File: src/rtl/joerdsonsilva_modem_if.sv
// Pad-ring bundle for the modem tile: enable, mode/data inputs, sample in/out
// and the (unused) bidirectional controls.
interface joerdsonsilva_modem_if;
    logic       ena;
    logic [7:0] ui_in;
    logic [7:0] uo_out;
    logic [7:0] uio_in;
    logic [7:0] uio_out;
    logic [7:0] uio_oe;

    modport master (output ena, ui_in, uio_in, input uo_out, uio_out, uio_oe);
    modport slave  (input ena, ui_in, uio_in, output uo_out, uio_out, uio_oe);
endinterface

File: src/rtl/joerdsonsilva_modem.sv
// ASK/FSK/BPSK/DBPSK modem tile: 16-clock symbols, 7-bit sine carrier, one-bit demod.
// Define MODEM_LOOPBACK_EN to feed the demodulator from the internal carrier register.
module joerdsonsilva_modem (
    input logic                  clk,
    input logic                  rst,
    joerdsonsilva_modem_if.slave bus
);
    localparam int         SYM_LEN  = 16;
    localparam int         ASK_THR  = 256;
    localparam logic [3:0] SYM_LAST = 4'(SYM_LEN - 1);

    function automatic logic [6:0] f_sine(input logic [3:0] k);
        logic [6:0] v;
        case (k)
            4'd0:  v = 7'd64;   4'd1:  v = 7'd88;   4'd2:  v = 7'd109;  4'd3:  v = 7'd122;
            4'd4:  v = 7'd127;  4'd5:  v = 7'd122;  4'd6:  v = 7'd109;  4'd7:  v = 7'd88;
            4'd8:  v = 7'd64;   4'd9:  v = 7'd40;   4'd10: v = 7'd19;   4'd11: v = 7'd6;
            4'd12: v = 7'd1;    4'd13: v = 7'd6;    4'd14: v = 7'd19;   default: v = 7'd40;
        endcase
        return v;
    endfunction

    logic [3:0]  r_sym_cnt, r_phase;
    logic [1:0]  r_mode;
    logic        r_bit, r_txph, r_prev_phase, r_prev_sgn, r_dec, r_demod_out;
    logic [6:0]  r_mod_out;
    logic [10:0] r_energy;
    logic [4:0]  r_zc, r_agree;

    logic        w_sym_start, w_sym_last, w_bit, w_txph;
    logic [1:0]  w_mode;
    logic [3:0]  w_step;
    logic [6:0]  w_sample, w_rx, w_mag;
    logic        w_sgn, w_ref_sgn, w_a_low, w_dec;
    logic [11:0] w_e_sum;
    logic [10:0] w_e_next;
    logic [4:0]  w_z_next, w_a_next;

    // The first sample of a symbol already uses the freshly sampled sel/tx_bit.
    assign w_sym_start = (r_sym_cnt == 4'd0);
    assign w_sym_last  = (r_sym_cnt == SYM_LAST);
    assign w_mode      = w_sym_start ? bus.ui_in[1:0] : r_mode;
    assign w_bit       = w_sym_start ? bus.ui_in[2]   : r_bit;
    assign w_txph      = r_txph ^ (w_sym_start & w_bit & (w_mode == 2'b11));

    always_comb begin
        w_step   = 4'd1;
        w_sample = f_sine(r_phase);
        case (w_mode)
            2'b00:   w_sample = w_bit ? f_sine(r_phase) : 7'd64;
            2'b01:   w_step   = w_bit ? 4'd2 : 4'd1;
            2'b10:   w_sample = f_sine(r_phase + {w_bit, 3'b000});
            default: w_sample = f_sine(r_phase + {w_txph, 3'b000});
        endcase
    end

`ifdef MODEM_LOOPBACK_EN
    assign w_rx = r_mod_out;
    wire w_unused = &{1'b0, bus.ui_in[7:3], bus.uio_in};
`else
    assign w_rx = bus.uio_in[6:0];
    wire w_unused = &{1'b0, bus.ui_in[7:3], bus.uio_in[7]};
`endif

    assign w_sgn     = (w_rx >= 7'd64);
    assign w_ref_sgn = (f_sine(r_sym_cnt) >= 7'd64);
    assign w_mag     = w_sgn ? (w_rx - 7'd64) : (7'd64 - w_rx);
    assign w_e_sum   = {1'b0, (w_sym_start ? 11'd0 : r_energy)} + 12'(w_mag);
    assign w_e_next  = w_e_sum[11] ? 11'h7FF : w_e_sum[10:0];
    assign w_z_next  = (w_sym_start ? 5'd0 : r_zc)    + 5'(w_sgn != r_prev_sgn);
    assign w_a_next  = (w_sym_start ? 5'd0 : r_agree) + 5'(w_sgn == w_ref_sgn);
    assign w_a_low   = (w_a_next < 5'd8);

    always_comb begin
        case (w_mode)
            2'b00:   w_dec = (w_e_next >= 11'(ASK_THR));
            2'b01:   w_dec = (w_z_next >= 5'd3);
            2'b10:   w_dec = w_a_low;
            default: w_dec = w_a_low ^ r_prev_phase;
        endcase
    end

    always_ff @(posedge clk or posedge rst) begin
        if (rst) begin
            r_sym_cnt    <= 4'd0;
            r_phase      <= 4'd0;
            r_mode       <= 2'b00;
            r_bit        <= 1'b0;
            r_txph       <= 1'b0;
            r_prev_phase <= 1'b0;
            r_prev_sgn   <= 1'b0;
            r_dec        <= 1'b0;
            r_demod_out  <= 1'b0;
            r_mod_out    <= 7'd64;
            r_energy     <= 11'd0;
            r_zc         <= 5'd0;
            r_agree      <= 5'd0;
        end else if (bus.ena) begin
            r_sym_cnt  <= r_sym_cnt + 4'd1;
            r_phase    <= r_phase + w_step;
            r_mod_out  <= w_sample;
            r_txph     <= w_txph;
            r_prev_sgn <= w_sgn;
            r_energy   <= w_e_next;
            r_zc       <= w_z_next;
            r_agree    <= w_a_next;
            if (w_sym_start) begin
                r_mode      <= bus.ui_in[1:0];
                r_bit       <= bus.ui_in[2];
                r_demod_out <= r_dec;
            end
            // Decision captured on the last sample, presented one clock later.
            if (w_sym_last) begin
                r_dec <= w_dec;
                if (r_mode == 2'b11) r_prev_phase <= w_a_low;
            end
        end
    end

    assign bus.uo_out  = {r_demod_out, r_mod_out};
    assign bus.uio_out = 8'h00;
    assign bus.uio_oe  = 8'h00;
endmodule

File: src/flat_wrapper.sv
// flat-port wrapper written by rule: the top's interface ports become plain ports
module joerdsonsilva_modem_flat 
  (clk, rst, bus_ena, bus_ui_in, bus_uio_in, bus_uo_out, bus_uio_out, bus_uio_oe);
  joerdsonsilva_modem_if bus_i ();
  input logic clk;
  input logic rst;
  input wire logic [$bits(bus_i.ena)-1:0] bus_ena;
  input wire logic [$bits(bus_i.ui_in)-1:0] bus_ui_in;
  input wire logic [$bits(bus_i.uio_in)-1:0] bus_uio_in;
  output wire logic [$bits(bus_i.uo_out)-1:0] bus_uo_out;
  output wire logic [$bits(bus_i.uio_out)-1:0] bus_uio_out;
  output wire logic [$bits(bus_i.uio_oe)-1:0] bus_uio_oe;
  assign bus_i.ena = bus_ena;
  assign bus_i.ui_in = bus_ui_in;
  assign bus_i.uio_in = bus_uio_in;
  assign bus_uo_out = bus_i.uo_out;
  assign bus_uio_out = bus_i.uio_out;
  assign bus_uio_oe = bus_i.uio_oe;
  joerdsonsilva_modem u_core (.clk(clk), .rst(rst), .bus(bus_i));
endmodule
File: config.mk
export PLATFORM = sky130hd
export DESIGN_NAME = joerdsonsilva_modem_flat
export DESIGN_NICKNAME = d
export VERILOG_FILES = /design/src/rtl/joerdsonsilva_modem_if.sv /design/src/rtl/joerdsonsilva_modem.sv /design/src/flat_wrapper.sv
export SDC_FILE = /design/constraint.sdc
export NUM_CORES = 1
export LEC_CHECK = 0
export CAP_MARGIN = 0
export CORE_MARGIN = 2
export CORE_UTILIZATION = 40
export CTS_BUF_LIST = sky130_fd_sc_hd__clkbuf_8
export DETAILED_ROUTE_END_ITERATION = 12
export PLACE_DENSITY = 0.71
export SETUP_SLACK_MARGIN = 0.02
export SKIP_LAST_GASP = 1
export SLEW_MARGIN = 25
export SYNTH_ARGS = -nofsm -noshare
export SYNTH_HDL_FRONTEND = slang
export SYNTH_SLANG_ARGS = --single-unit
File: constraint.sdc
create_clock -name clk -period 4.35 [get_ports clk]
set_input_delay 0.435 -clock clk [delete_from_list [all_inputs] [get_ports clk]]
set_output_delay 0.435 -clock clk [all_outputs]
set_load 0.005 [all_outputs]
==> impl_metrics.csv <==
group,metric,value,unit
job,maxCapViolCount,0,
worst_hold_path,hold_path_class,"flop to flop",
finish,diodes,0,
clock_network,clock_latency,0.30,ns
synthesis,synth_enable_flop_cells,0,
sta,relSlewSlack,48.52,%
global_route,grt_usage,16.51,%
sta,max_freq,285.7,MHz
setup_path,path_cells,"inv_1 -> ha_1 -> or3b_1 -> and2_1 -> ha_1 -> nand3_1 -> o211ai_1 -> nor2b_1 -> o41ai_4 -> inv_1 -> a21oi_1",
global_route,grt_overflow_total,0,
global_route,grt_max_degree,45,
die,ios,43,
clock_network,clk_path_buf_depth,2,
finish,syn_to_final_growth,9.753,%
route,wl,7.266,mm
power_and_ir_drop,p_sw_share,44.16,%
synthesis,synth_flop_cell,"dfrtp_1",
synthesis,synth-seq-cells,44,
sta,finalHoldViolations,0,
clock_network,cts_made_buffers,5,
sta,setup_viol,0,
finish,post-route-util,45.64,%
synthesis,ys_warn_count,0,
sta,fin_crit,3.500,ns
placement,gp_congestion,0.8420,
placement,port_buffers,20,
synthesis,yosysSeqAreaShare,31.94,%
synthesis,synth_cell_types,63,
route,drtIter0Drc,117,
setup_path,path_max_fanout,24,
die,num_rows,33,
clock_network,cts_resized,0,
sta,finalCritPeriodShare,80.45,%
route,dr.pass1.iters,4,
finish,nFillCells,793,
finish,nNetsFinal,443,
synthesis,synthArstFlopShare,100.0,%
status,status,"completed",
clock_network,cts_root_buffer,"clkbuf_8",
route,wire_per_inst,14.30,µm
clock_network,clock_sinks,44,
power_and_ir_drop,power_frac_clock,12.3,%
power_and_ir_drop,p_per_area,750.2,nW/µm²
synthesis,avgSynthCellArea,8.871,µm²
setup_path,critPathKind,"flop to flop",
setup_path,critPathMaxStageDelay,0.69,ns
clock_network,clk_pin_slew,0.09,ns
setup_path,end_kind,"flop",
sta,finalMaxSlewViolations,0,
global_route,grt_pass1_wl,12.97,mm
die,fp.dieW,96.88,µm
die,dieHeight,96.88,µm
route,drcViolationCount,0,
power_and_ir_drop,vdd_drop_max,420.4,µV
setup_path,worstPathArrival,3.74,ns
synthesis,syn_area,3451,µm²
clock_network,cts_hold_buf,0,
die,die-area,9386,µm²
synthesis,postSynthCellCount,389,
setup_path,critical-path-slowest-cell,"or3b_1",
power_and_ir_drop,power.share.sequential,28.2,%
global_route,antenna_found_initial,0,
power_and_ir_drop,p_leak,1.603,nW
global_route,grt_pass1_vias,2737,
power_and_ir_drop,power_frac_comb,59.5,%
setup_path,required,4.59,ns
finish,fin_cells,508,
placement,place_inst,500,
route,routed_via_density,5.508,
sta,setup_ws,0.8502,ns
power_and_ir_drop,p_sw,1.255,mW
die,core_area,8299,µm²
sta,skew,0.007420,ns
sta,tns,0,ns
route,ant_nets,0,
setup_path,start_kind,"flop",
clock_network,htreeDepth,2,
placement,place_worst_setup_slack,0.8526,ns
power_and_ir_drop,internal_power,1.586,mW
die,start_util,41.58,%
route,vias,2798,
sta,worst_pin_slew,0.7713,ns
finish,drive_above_1_share,10.17,%
finish,fin_area,3787,µm²
sta,rsz0062_at_grt,"no",
clock_network,tritoncts,"built",
clock_network,cts_setup_buffers,0,
placement,placed_cell_area,3660,µm²
placement,place_hpwl,5.258,mm
-- layout make-up --
type / instances / area, µm² / share of cell area (%)
Clock buffer: 7 / 96.34 / 2.544
Clock inverter: 1 / 30.03 / 0.7929
Timing Repair Buffer: 23 / 217.7 / 5.748
Multi-Input combinational cell: 304 / 2118 / 55.93
Sequential cell: 44 / 1102 / 29.10
Tap cell: 105 / 131.4 / 3.469
Inverter: 24 / 91.34 / 2.412
-- sequential cells by signal, summed over array words and instances, names as in the netlist, 2 cells and up --
| name | flops |
|---|---|
| u_core.r_agree | 5 |
| u_core.r_phase | 4 |
| u_core.r_zc | 5 |
| u_core.r_sym_cnt | 4 |
| u_core.r_mode | 2 |
| u_core.r_energy | 11 |
| u_core.r_mod_out | 7 |
-- critical path: cells and delay by family, from the launching register on --
kind                       cells  cell delay (ns)
AOI/OAI and AO/OA              3             0.96
DFF                            1             0.43
and+or+nand+nor                4             1.26
buffers and inverters          2             0.25
adders and majority gates      2             0.53
-- power groups by stage --
stage,Sequential [mW],Combinational [mW],Clock (mW)
floorplan,0.733,1.38,0
global placement,0.797,1.62,0
detailed placement,0.804,1.68,0
CTS,0.799,1.69,0.359
global route,0.837,1.92,0.372
finish,0.801,1.69,0.350
-- cell usage in the layout (no fill, tap or decap), types with 3 or more instances in the layout --
cell and instances:
a32o_1 3, o21ai_0 28, a211oi_1 3, mux2_2 15, mux2i_1 8, a21oi_1 22
and3_1 5, inv_1 22, ha_1 20, clkbuf_8 7, xor2_1 11, nor2_1 22
nand3_1 12, nor2b_1 3, a221oi_1 3, o21a_1 3, nand2_1 39, xnor2_1 11
and2_1 10, a21oi_2 3, nand2b_1 4, buf_4 3, nor3_1 8, a31oi_1 4
o31ai_1 3, o2111ai_1 3, o221ai_1 3, o22a_1 6, o21bai_1 3, conb_1 16
clkdlybuf4s50_1 19, dfrtp_1 43
-- routing by layer --
metal | routed length, µm | vias to the layer above | track usage (%)
met5 | 0 | - | 0
met4 | 96 | 0 | 5.309
met3 | 292 | 11 | 2.529
met2 | 3459 | 62 | 27.14
met1 | 3417 | 1342 | 22.34
li1 | - | 1383 | -
-- logic make-up after synthesis --
family          share of synthesized area, %
mux                                    7.868
xor+xnor                               5.584
compound gates                         21.32
fa+ha+maj                              8.412
other cells                           0.1087
simple gates                           16.46
flops                                  31.94
buf+inv                                8.303
-- worst paths after layout --
path / start / end / slack (ns) / cells after the start
max: u_core.r_sym_cnt[0] / u_core.r_energy[1] / 0.85 / 11
min: u_core.r_energy[3] / u_core.r_energy[3] / 0.50 / 1
max reg2reg: u_core.r_sym_cnt[0] / u_core.r_energy[1] / 0.85 / 11
min reg2reg: u_core.r_energy[3] / u_core.r_energy[3] / 0.50 / 1
max in group asynchronous: rst / u_core.r_phase[1] / 3.30 / 2
min in group asynchronous: rst / u_core.r_agree[1] / 0.58 / 2
-- cell usage after synthesis, types with 3 or more instances --
cell       count  area share (%)
a32o_1         3            0.87
a211oi_1       3            0.65
clkbuf_1      11             1.2
nor2_1        22             2.4
and3_1         5            0.91
o21a_1         3            0.65
a221oi_1       3            0.76
xor2_1        11             2.8
o221ai_1       3            0.76
xnor2_1       11             2.8
o21ai_0       28             4.1
nand2b_1       4            0.73
a21oi_2        3            0.76
o21bai_1       3            0.65
inv_1         23             2.5
mux2i_1        8             2.3
o31ai_1        3            0.65
nand2_1       39             4.2
buf_4         18             3.9
a21oi_1       22             3.2
nand3_1       12             1.7
mux2_2        15             4.9
a31oi_1        4            0.73
nor3_1         8             1.2
dfrtp_1       43              31
o2111ai_1      3            0.76
nor2b_1        3            0.54
o22a_1         6             1.5
and2_1        10             1.8
ha_1          20             7.3
-- stage by stage --
stage	hold WS, ns	power, mW
finish	0.5000	2.841
global route	0.5138	3.128
CTS	0.5017	2.847
detailed placement	0.4831	2.484
global placement	0.4721	2.417
floorplan	0.4632	2.113
Power figures use the tool's default switching activity.
==> RTL change: new RTL, config.mk and constraints unchanged <==
The option `MODEM_LOOPBACK_EN` is turned on by a define.
--- a/src/rtl/joerdsonsilva_modem.sv
+++ b/src/rtl/joerdsonsilva_modem.sv
@@ -1,5 +1,7 @@
 // ASK/FSK/BPSK/DBPSK modem tile: 16-clock symbols, 7-bit sine carrier, one-bit demod.
 // Define MODEM_LOOPBACK_EN to feed the demodulator from the internal carrier register.
+`define MODEM_LOOPBACK_EN
+
 module joerdsonsilva_modem (
     input logic                  clk,
     input logic                  rst,
Behaviour: same outputs for any inputs over 10 cycles, from zero or initial values and one cycle with rst high; that may be too few to reach the edited logic, so the function may still have changed.
==> RTL change against the unedited design <==
Largest power group unchanged; clock skew increased by 4.6 ps; synthesized area decreased by 0.91%; utilization decreased by 1.4 points; setup slack got worse by 47 ps; wire length decreased by 3.1%; sequential cell count unchanged; largest cell class unchanged; maximum frequency decreased by 1.3%; power increased by 14%; sequential power increased by 6.6%; final area decreased by 3.5%; count of clock-buffer cells in the layout unchanged.
==> RTL change: results (changes against the unedited design) <==
metric,value,unit,change
port_buffers,13,,-35%
final_nets,435,,-1.8%
grt_pass1_vias,2644,,-3.4%
synth.area.top_cells,"dfrtp_1, ha_1, mux2_2",,
antenna_found_initial,0,,unchanged
yosys-top-cells-count,"dfrtp_1, nand2_1, o21ai_0",,
dpl.cell_count,492,,-1.6%
dr_wl_met2,3410,µm,-1.6%
synthDistinctLibCells,60,,-4.8%
worstPathMaxFanout,20,,-17%
worstMarginPinSlew,903,ps,+132 ps
cts_max_level,2,,unchanged
fin_util,44.3,%,-1.4 points
num_vias,2721,,-2.8%
cts_resized,0,,unchanged
hp-class,reg -> reg,,
place_ws,780,ps,-72.7 ps
gp_congestion,0.861,,+2.2%
drive_gt1_share,9.37,%,-0.81 points
clk_path_buf_depth,2,,unchanged
synth_area_per_cell,8.79,µm²,-0.91%
track_usage,16.9,%,+0.41 points
routed_wl,7040,µm,-3.1%
fillers,824,,+3.9%
dp_hpwl,5110,µm,-2.8%
crit_arrival,3770,ps,+30 ps
status,"finished, final reports clean",,
routed.top_layer,met4,,
finalClockSkew,12.0,ps,+4.60 ps
cts-buffers-inserted,5,,unchanged
synth-async-reset-ratio,100,%,unchanged
grt_pass1_wl,12300,µm,-5.0%
met3_length,240,µm,-18%
top_regs,"u_core.r_energy: 11 flops, u_core.r_mod_out: 7 flops",,
ys.warnings.count,0,,unchanged
n_antenna_cell,0,,unchanged
wl_met1,3280,µm,-4.0%
clock_latency,300,ps,about the same
drt_iter0_drc,106,,-9.4%
cts_setup_buffers,0,,unchanged
p_leak,1.56,nW,-3.0%
first_pass_iters,4,,unchanged
peakVddDrop,563,µV,+34%
postPlaceCellArea,3550,µm²,-2.9%
synth-seq-area-share,32.2,%,+0.29 points
grt_max_degree,51,,+13%
fin_tns_setup,0,ps,unchanged
viasPerCell,5.44,,-1.2%
cts-root-buf,clkbuf_8,,
path_clk_slew,90,ps,about the same
RTL change: worst max-delay path, stage by stage (launching register included):
cell and delay (ps):
dfrtp_1 430, inv_1 80, ha_1 170, or3b_1 690
and2_1 310, ha_1 350, nand3_1 90, o211ai_1 300
nor2b_1 180, o41ai_4 500, inv_1 180, a21oi_1 180
RTL change: metrics by stage:
stage,hold WS (ps),total power (W)
2_1_floorplan,463,0.00252
5_1_grt,508,0.00361
4_1_cts,499,0.00326
3_3_place_gp,473,0.00288
6_report,493,0.00325
3_5_place_dp,479,0.00296
RTL change: power by group:
group	switching, W	total, W	internal, W
Sequential	0.000244	0.000854	0.000610
Clock	0.000139	0.000281	0.000143
Combinational	0.00113	0.00211	0.000984
Total	0.00151	0.00325	0.00174
RTL change: path summary, 6_finish.rpt:
check                                    start                 end  slack, ps  cells after the start
min in group asynchronous                  rst   u_core.r_agree[3]        580                      2
hold reg to reg             u_core.r_energy[4]  u_core.r_energy[4]        490                      1
setup reg to reg           u_core.r_sym_cnt[0]  u_core.r_energy[1]        800                     11
setup / recovery           u_core.r_sym_cnt[0]  u_core.r_energy[1]        800                     11
hold / removal              u_core.r_energy[4]  u_core.r_energy[4]        490                      1
max in group asynchronous                  rst   u_core.r_agree[1]       3300                      2
RTL change: cell families after synthesis:
family	Yosys count	synth area share, %
xor gates and xnor gates	22	5.63
other	1	0.110
buffers and inverters	56	8.31
DFF	44	32.2
adders and majority gates	22	8.49
muxes	24	7.61
and+or+nand+nor	114	16.6
AOI/OAI and AO/OA	106	21.0
RTL change: per-layer routing:
metal	GRT usage (%)	up-vias
met5	0	-
met4	5.28	0
met3	2.72	8
met2	29.3	55
met1	21.6	1293
li1	-	1365
RTL change: cell type report:
type | instances | area share [%]
Sequential cell | 44 | 30.2
Timing Repair Buffer | 15 | 3.83
Inverter | 24 | 2.50
Clock inverter | 1 | 0.103
Tap cell | 105 | 3.59
Clock buffer | 7 | 2.64
Multi-Input combinational cell | 304 | 57.2
